<file path="src/rtl/fetch_pkg.sv">
// Shared types and constants for the instruction fetch front end.
// Field positions and opcode values are also used by the control unit.
package fetch_pkg;

  typedef enum logic [1:0] {
    ST_FETCH = 2'd0,
    ST_ISSUE = 2'd1,
    ST_HALT  = 2'd2
  } fetch_state_e;

  localparam int OPCODE_MSB = 31;
  localparam int OPCODE_LSB = 26;
  localparam int FUNC_MSB   = 5;
  localparam int FUNC_LSB   = 0;

  localparam int PC_STEP = 4;

  localparam logic [5:0] OP_RTYPE     = 6'h00;
  localparam logic [5:0] FUNC_SYSCALL = 6'h0C;

  function automatic logic is_syscall(input logic [31:0] word);
    return (word[OPCODE_MSB:OPCODE_LSB] == OP_RTYPE) &&
           (word[FUNC_MSB:FUNC_LSB] == FUNC_SYSCALL);
  endfunction

endpackage

</file>
<file path="src/rtl/fetch_perf_counters.sv">
// Pair of saturating event counters for the fetch unit: accepted
// instructions and stall cycles. Used only under FETCH_PERF_COUNTERS_EN.
module fetch_perf_counters import fetch_pkg::*; #(
  parameter int W = 32
) (
  input  logic         clk,
  input  logic         reset,
  input  logic         fetch_inc,
  input  logic         stall_inc,
  output logic [W-1:0] fetch_count,
  output logic [W-1:0] stall_count
);

  logic [W-1:0] fetch_q, fetch_d;
  logic [W-1:0] stall_q, stall_d;

  // Both counters stick at all-ones instead of wrapping.
  always_comb begin
    fetch_d = fetch_q;
    stall_d = stall_q;
    if (fetch_inc && (fetch_q != '1)) fetch_d = fetch_q + W'(1);
    if (stall_inc && (stall_q != '1)) stall_d = stall_q + W'(1);
  end

  always_ff @(posedge clk) begin
    if (reset) begin
      fetch_q <= '0;
      stall_q <= '0;
    end else begin
      fetch_q <= fetch_d;
      stall_q <= stall_d;
    end
  end

  assign fetch_count = fetch_q;
  assign stall_count = stall_q;

endmodule

</file>
<file path="src/rtl/instruction_fetch_unit.sv">
// Single-issue MIPS fetch front end: PC, req/ack instruction fetch, issue to decode.
// Optional performance counters are built when FETCH_PERF_COUNTERS_EN is defined.
module instruction_fetch_unit import fetch_pkg::*; #(
  parameter int                ADDR_W   = 32,
  parameter logic [ADDR_W-1:0] RESET_PC = '0
) (
  input  logic              clk,
  input  logic              reset,
  output logic              imem_req,
  output logic [ADDR_W-1:0] imem_addr,
  input  logic              imem_ack,
  input  logic [31:0]       imem_rdata,
  output logic [31:0]       inst,
  output logic              inst_valid,
  input  logic              inst_ready,
  output logic [5:0]        opcode,
  output logic [5:0]        func,
  output logic [ADDR_W-1:0] inst_pc,
  output logic [ADDR_W-1:0] inst_pc_plus4,
  input  logic              halted,
  input  logic              redirect_valid,
  input  logic [ADDR_W-1:0] redirect_pc,
  output logic              cpu_halted,
  output logic [31:0]       perf_fetch_count,
  output logic [31:0]       perf_stall_count
);

  fetch_state_e      state_q, state_d;
  logic [ADDR_W-1:0] pc_q, pc_d;
  logic [31:0]       inst_q, inst_d;
  logic              inst_valid_q, inst_valid_d;
  logic              imem_req_q, imem_req_d;
  logic              cpu_halted_q, cpu_halted_d;

  // imem_req is registered so it stays low for one cycle after reset; an ack
  // is only honoured while the request is actually on the bus.
  always_comb begin
    state_d      = state_q;
    pc_d         = pc_q;
    inst_d       = inst_q;
    inst_valid_d = inst_valid_q;
    imem_req_d   = imem_req_q;
    cpu_halted_d = cpu_halted_q;
    case (state_q)
      ST_FETCH: begin
        imem_req_d = 1'b1;
        if (imem_req_q && imem_ack) begin
          inst_d       = imem_rdata;
          inst_valid_d = 1'b1;
          imem_req_d   = 1'b0;
          state_d      = ST_ISSUE;
        end
      end
      ST_ISSUE: begin
        if (inst_ready) begin
          inst_valid_d = 1'b0;
          if (halted) begin
            cpu_halted_d = 1'b1;
            imem_req_d   = 1'b0;
            state_d      = ST_HALT;
          end else begin
            imem_req_d = 1'b1;
            state_d    = ST_FETCH;
            if (redirect_valid) pc_d = redirect_pc & ~ADDR_W'(3);
            else                pc_d = pc_q + ADDR_W'(PC_STEP);
          end
        end
      end
      ST_HALT: begin
        imem_req_d   = 1'b0;
        inst_valid_d = 1'b0;
      end
      default: begin
        imem_req_d = 1'b0;
        state_d    = ST_FETCH;
      end
    endcase
  end

  always_ff @(posedge clk) begin
    if (reset) begin
      state_q      <= ST_FETCH;
      pc_q         <= RESET_PC;
      inst_q       <= '0;
      inst_valid_q <= 1'b0;
      imem_req_q   <= 1'b0;
      cpu_halted_q <= 1'b0;
    end else begin
      state_q      <= state_d;
      pc_q         <= pc_d;
      inst_q       <= inst_d;
      inst_valid_q <= inst_valid_d;
      imem_req_q   <= imem_req_d;
      cpu_halted_q <= cpu_halted_d;
    end
  end

  assign imem_req      = imem_req_q;
  assign imem_addr     = pc_q;
  assign inst          = inst_q;
  assign inst_valid    = inst_valid_q;
  assign opcode        = inst_q[OPCODE_MSB:OPCODE_LSB];
  assign func          = inst_q[FUNC_MSB:FUNC_LSB];
  assign inst_pc       = pc_q;
  assign inst_pc_plus4 = pc_q + ADDR_W'(PC_STEP);
  assign cpu_halted    = cpu_halted_q;

`ifdef FETCH_PERF_COUNTERS_EN
  logic fetch_inc;
  logic stall_inc;

  assign fetch_inc = (state_q == ST_ISSUE) && inst_ready;
  assign stall_inc = ((state_q == ST_FETCH) && imem_req_q && !imem_ack) ||
                     ((state_q == ST_ISSUE) && !inst_ready);

  fetch_perf_counters #(.W(32)) u_perf (
    .clk         (clk),
    .reset       (reset),
    .fetch_inc   (fetch_inc),
    .stall_inc   (stall_inc),
    .fetch_count (perf_fetch_count),
    .stall_count (perf_stall_count)
  );
`else
  assign perf_fetch_count = '0;
  assign perf_stall_count = '0;
`endif

endmodule

</file>
<file path="config.mk">
export PLATFORM = sky130hd
export DESIGN_NAME = instruction_fetch_unit
export DESIGN_NICKNAME = d
export VERILOG_FILES = /design/src/rtl/fetch_pkg.sv /design/src/rtl/fetch_perf_counters.sv /design/src/rtl/instruction_fetch_unit.sv
export SDC_FILE = /design/constraint.sdc
export NUM_CORES = 1
export LEC_CHECK = 0
export ABC_CLOCK_PERIOD_IN_PS = 2100
export CORE_UTILIZATION = 34
export CTS_CLUSTER_SIZE = 14
export DETAILED_ROUTE_END_ITERATION = 10
export PLACE_DENSITY = 0.78
export SYNTH_ARGS = -nofsm -noshare
export SYNTH_HDL_FRONTEND = slang
export SYNTH_SLANG_ARGS = --single-unit
export TNS_END_PERCENT = 20
</file>
<file path="constraint.sdc">
create_clock -name clk -period 2.1 [get_ports clk]
set_input_delay 0.525 -clock clk [delete_from_list [all_inputs] [get_ports clk]]
set_output_delay 0.525 -clock clk [all_outputs]
set_load 0.005 [all_outputs]
</file>
==> results.py <==
metrics = {
    "run_status": {
        "status": "finished with violations",
        "violations": "setup timing",
    },
    "synthesis": {
        "synth_area_sq_um": 4470,
        "yosysUniqueCellTypes": 56,
        "ys_top_cells_by_count": "112 x buf_4, 99 x nand2_1, 67 x dfxtp_1",
        "synth_top_area_share_pct": 30.0,
        "synthArstFlopShare_pct": 0,
        "syn_avg_cell_area_sq_um": 7.62,
        "synth.ff_latch_count": 67,
        "yosysMostFrequentCell": "buf_4",
        "synth_cells": 587,
        "ys_top_cells_by_area": "dfxtp_1 30%, buf_4 19%, nand2_1 8.3%",
        "synth-edff-count": 0,
        "ys_warn_count": 0,
        "ys.flop_type": "dfxtp_1",
        "synth_largest_area_cell": "dfxtp_1",
        "synth_seq_area_share_pct": 30.0,
    },
    "cts": {
        "clock_path_buffers": 2,
        "clk_pin_slew_ns": 0.06,
        "clock_latency_ns": 0.33,
        "hold_buffers": 0,
        "cts_tree": "yes",
        "cts_sinks": 67,
        "h-tree-depth": 3,
        "root_buffer": "clkbuf_16",
        "cts_buffers": 9,
    },
    "global_routing": {
        "antenna_found_initial": 0,
        "top_usage_layer": "met2",
        "grt_first_pass_wirelength_um": 22100,
        "grt_use_total_pct": 20.8,
        "overflow": 0,
        "groute.layer.met1.usage_pct": 24.7,
        "grt_start_max_net_pins": 49,
        "grtUsageMet3_pct": 3.32,
        "use_met2_pct": 37.2,
        "grt_pass1_vias": 4427,
    },
    "setup_path": {
        "crit_chain": "nand4_4, buf_6, nor4_4, buf_4, buf_6, and2_4, nand2_4, xnor2_1, buf_2",
        "r2r_setup_slack_ns": -0.18,
        "cpMostUsedCell": "buf_6",
        "worst-path-max-fanout": 4,
        "cp-end-kind": "output port",
        "crit_slowest_cell": "dfxtp_2",
        "cp.required_ns": 1.57,
        "critPathKind": "reg -> out",
        "critPathCapture": "inst_pc_plus4[30]",
        "startpoint_type": "register",
        "crit_path_start": "imem_addr[10]$_SDFFE_PP0P_",
        "cp.depth": 9,
        "ff2ff_path_depth": 14,
        "cp_top_family": "simple AND/OR/NAND/NOR gates",
        "crit_buf_inv": 4,
        "worst_ep_arrival_time_ns": 1.94,
        "rr_endpoint": "imem_addr[29]$_SDFFE_PP0P_",
        "worstReg2RegStart": "imem_addr[10]$_SDFFE_PP0P_",
        "cpPeakStageDelay_ns": 0.35,
    },
    "drt": {
        "vias": 4835,
        "wirelength_um": 15000,
        "drtIter0Drc": 294,
        "postRouteAntennaNets": 0,
        "drc": 0,
        "wl_per_cell_um": 14.9,
        "viasPerCell": 4.81,
        "drt-pass1-iter-count": 5,
    },
    "sta": {
        "finalClockSkew_ns": 0.00885,
        "tns_ns": -5.60,
        "relSlewSlack_pct": 58.2,
        "fin_crit_sh_pct": 117,
        "worst_slew_pin_slew_ns": 0.624,
        "hold_viol_final": 0,
        "setup_violations": 23,
        "slew_violations": 0,
        "fin_ws_ns": -0.362,
        "final.min_clock_period_ns": 2.46,
        "fmax_ghz": 0.406,
        "rsz0062_at_grt": "yes",
    },
    "floorplan": {
        "core-area_sq_um": 12700,
        "dieArea_sq_um": 13600,
        "initial_core_util_pct": 35.2,
        "placementRows": 41,
        "chipHeight_um": 117,
        "ios": 277,
        "die_x_um": 117,
    },
    "power_and_ir_drop": {
        "irDropWorstVdd_uv": 495,
        "leakagePower_uw": 0.00315,
        "powerDensity_nw_per_um2": 588,
    },
    "layout": {
        "diodes": 0,
        "area_growth_pct": 66.2,
        "layout-drive-gt1-share_pct": 25.8,
        "fin_area_sq_um": 7430,
        "filler_cell_count": 1123,
        "fin_nets": 903,
    },
    "place": {
        "hpwl_um": 10100,
        "io_buffers": 204,
        "gp_congestion": 0.837,
        "postPlaceCellArea_sq_um": 6620,
    },
    "hold_path": {
        "hold_path.class": "reg -> reg",
        "min_path_cells": 2,
    },
    "run": {
        "drv_cap": 0,
    },
}
## routing by layer
layer  share of wire (%)  wire [um]
met1                  40       5980
met2                  51       7590
met3                 6.6        981
met4                 2.6        393
met5                   0          0
## cells in the final DEF, fill, tap and decap left out, types with 18 or more instances in the layout
master           netlist  final
o21ai_0               21     20
nor2_1                28     22
buf_2                  5     21
clkdlybuf4s50_1        0    174
buf_4                112     77
nand2_1               99     94
conb_1                 1     70
buf_6                  0     26
dfxtp_2                0     18
dfxtp_1               67     48
a21oi_1               55     55
## per-stage QoR
stage | hold slack (ns) | cells | utilization [%] | total power (uW) | setup WS, ns
finish | 0.454 | 1005 | 58.4 | 4370 | -0.362
global route | 0.469 | 1005 | 58.4 | 4590 | -0.447
CTS | 0.456 | 1004 | 57.7 | 4380 | -0.342
detailed placement | 0.446 | 960 | 52.1 | 2810 | -0.488
global placement | 0.441 | 960 | 52.1 | 2780 | -0.469
floorplan | 0.453 | 656 | - | 2210 | 0.00309
## layout make-up
type,count,area [sq um],share of cell area (%)
multi-input combinational,431,2630,35.4
inverter,8,30.0,0.404
sequential,67,1370,18.4
clock inverter,7,80.1,1.08
timing repair buffer,311,2890,38.8
clock buffer,9,225,3.03
tap,172,215,2.90
## cells by family (layout without fill, tap and decap cells)
family,after synthesis,after routing,share of synthesized area [%]
muxes,5,5,1.12
adders and majority gates,5,5,1.40
and+or+nand+nor,199,199,21.9
xor gates and xnor gates,28,28,5.48
DFF,67,67,30.0
buffers and inverters,158,335,22.9
AOI/OAI and AO/OA,124,124,17.1
other,1,70,0.0838
## how the worst min path moves through the flow
| stage | start | endpoint | slack (ns) |
|---|---|---|---|
| global placement | inst[22]$_SDFFE_PP0P_ | inst[22]$_SDFFE_PP0P_ | 0.44 |
| global route | inst[20]$_SDFFE_PP0P_ | inst[20]$_SDFFE_PP0P_ | 0.47 |
| CTS | inst[22]$_SDFFE_PP0P_ | inst[22]$_SDFFE_PP0P_ | 0.46 |
| floorplan | inst[10]$_SDFFE_PP0P_ | inst[10]$_SDFFE_PP0P_ | 0.45 |
| finish | inst[22]$_SDFFE_PP0P_ | inst[22]$_SDFFE_PP0P_ | 0.45 |
| detailed placement | inst[7]$_SDFFE_PP0P_ | inst[7]$_SDFFE_PP0P_ | 0.45 |
## power breakdown
group          internal (uW)  switching, uW
sequential              1400           88.6
combinational            713            603
clock                    936            624
## flip-flops by register name, summed over array words and instances (netlist names)
signal      flops
cpu_halted      1
imem_addr      30
imem_req        1
inst           32
inst_valid      1
state_q         2
## what timing repair did
action | in CTS | in global routing
setup buffers | 29 | 5
pin swaps | 26 | 19
resized for setup | 171 | 25
endpoints found under the setup margin | 29 | 31
## worst reg2reg max path, cell delays in order (launching register included)
cell,delay (ns)
dfxtp_2,0.35
nand4_4,0.11
buf_6,0.14
nor4_4,0.25
buf_4,0.17
nand4_1,0.13
buf_4,0.17
buf_6,0.10
buf_6,0.10
buf_6,0.10
buf_6,0.10
buf_6,0.10
buf_6,0.11
mux2i_1,0.14
o21ai_1,0.07
Note: power is estimated with default switching activity, not from simulation.
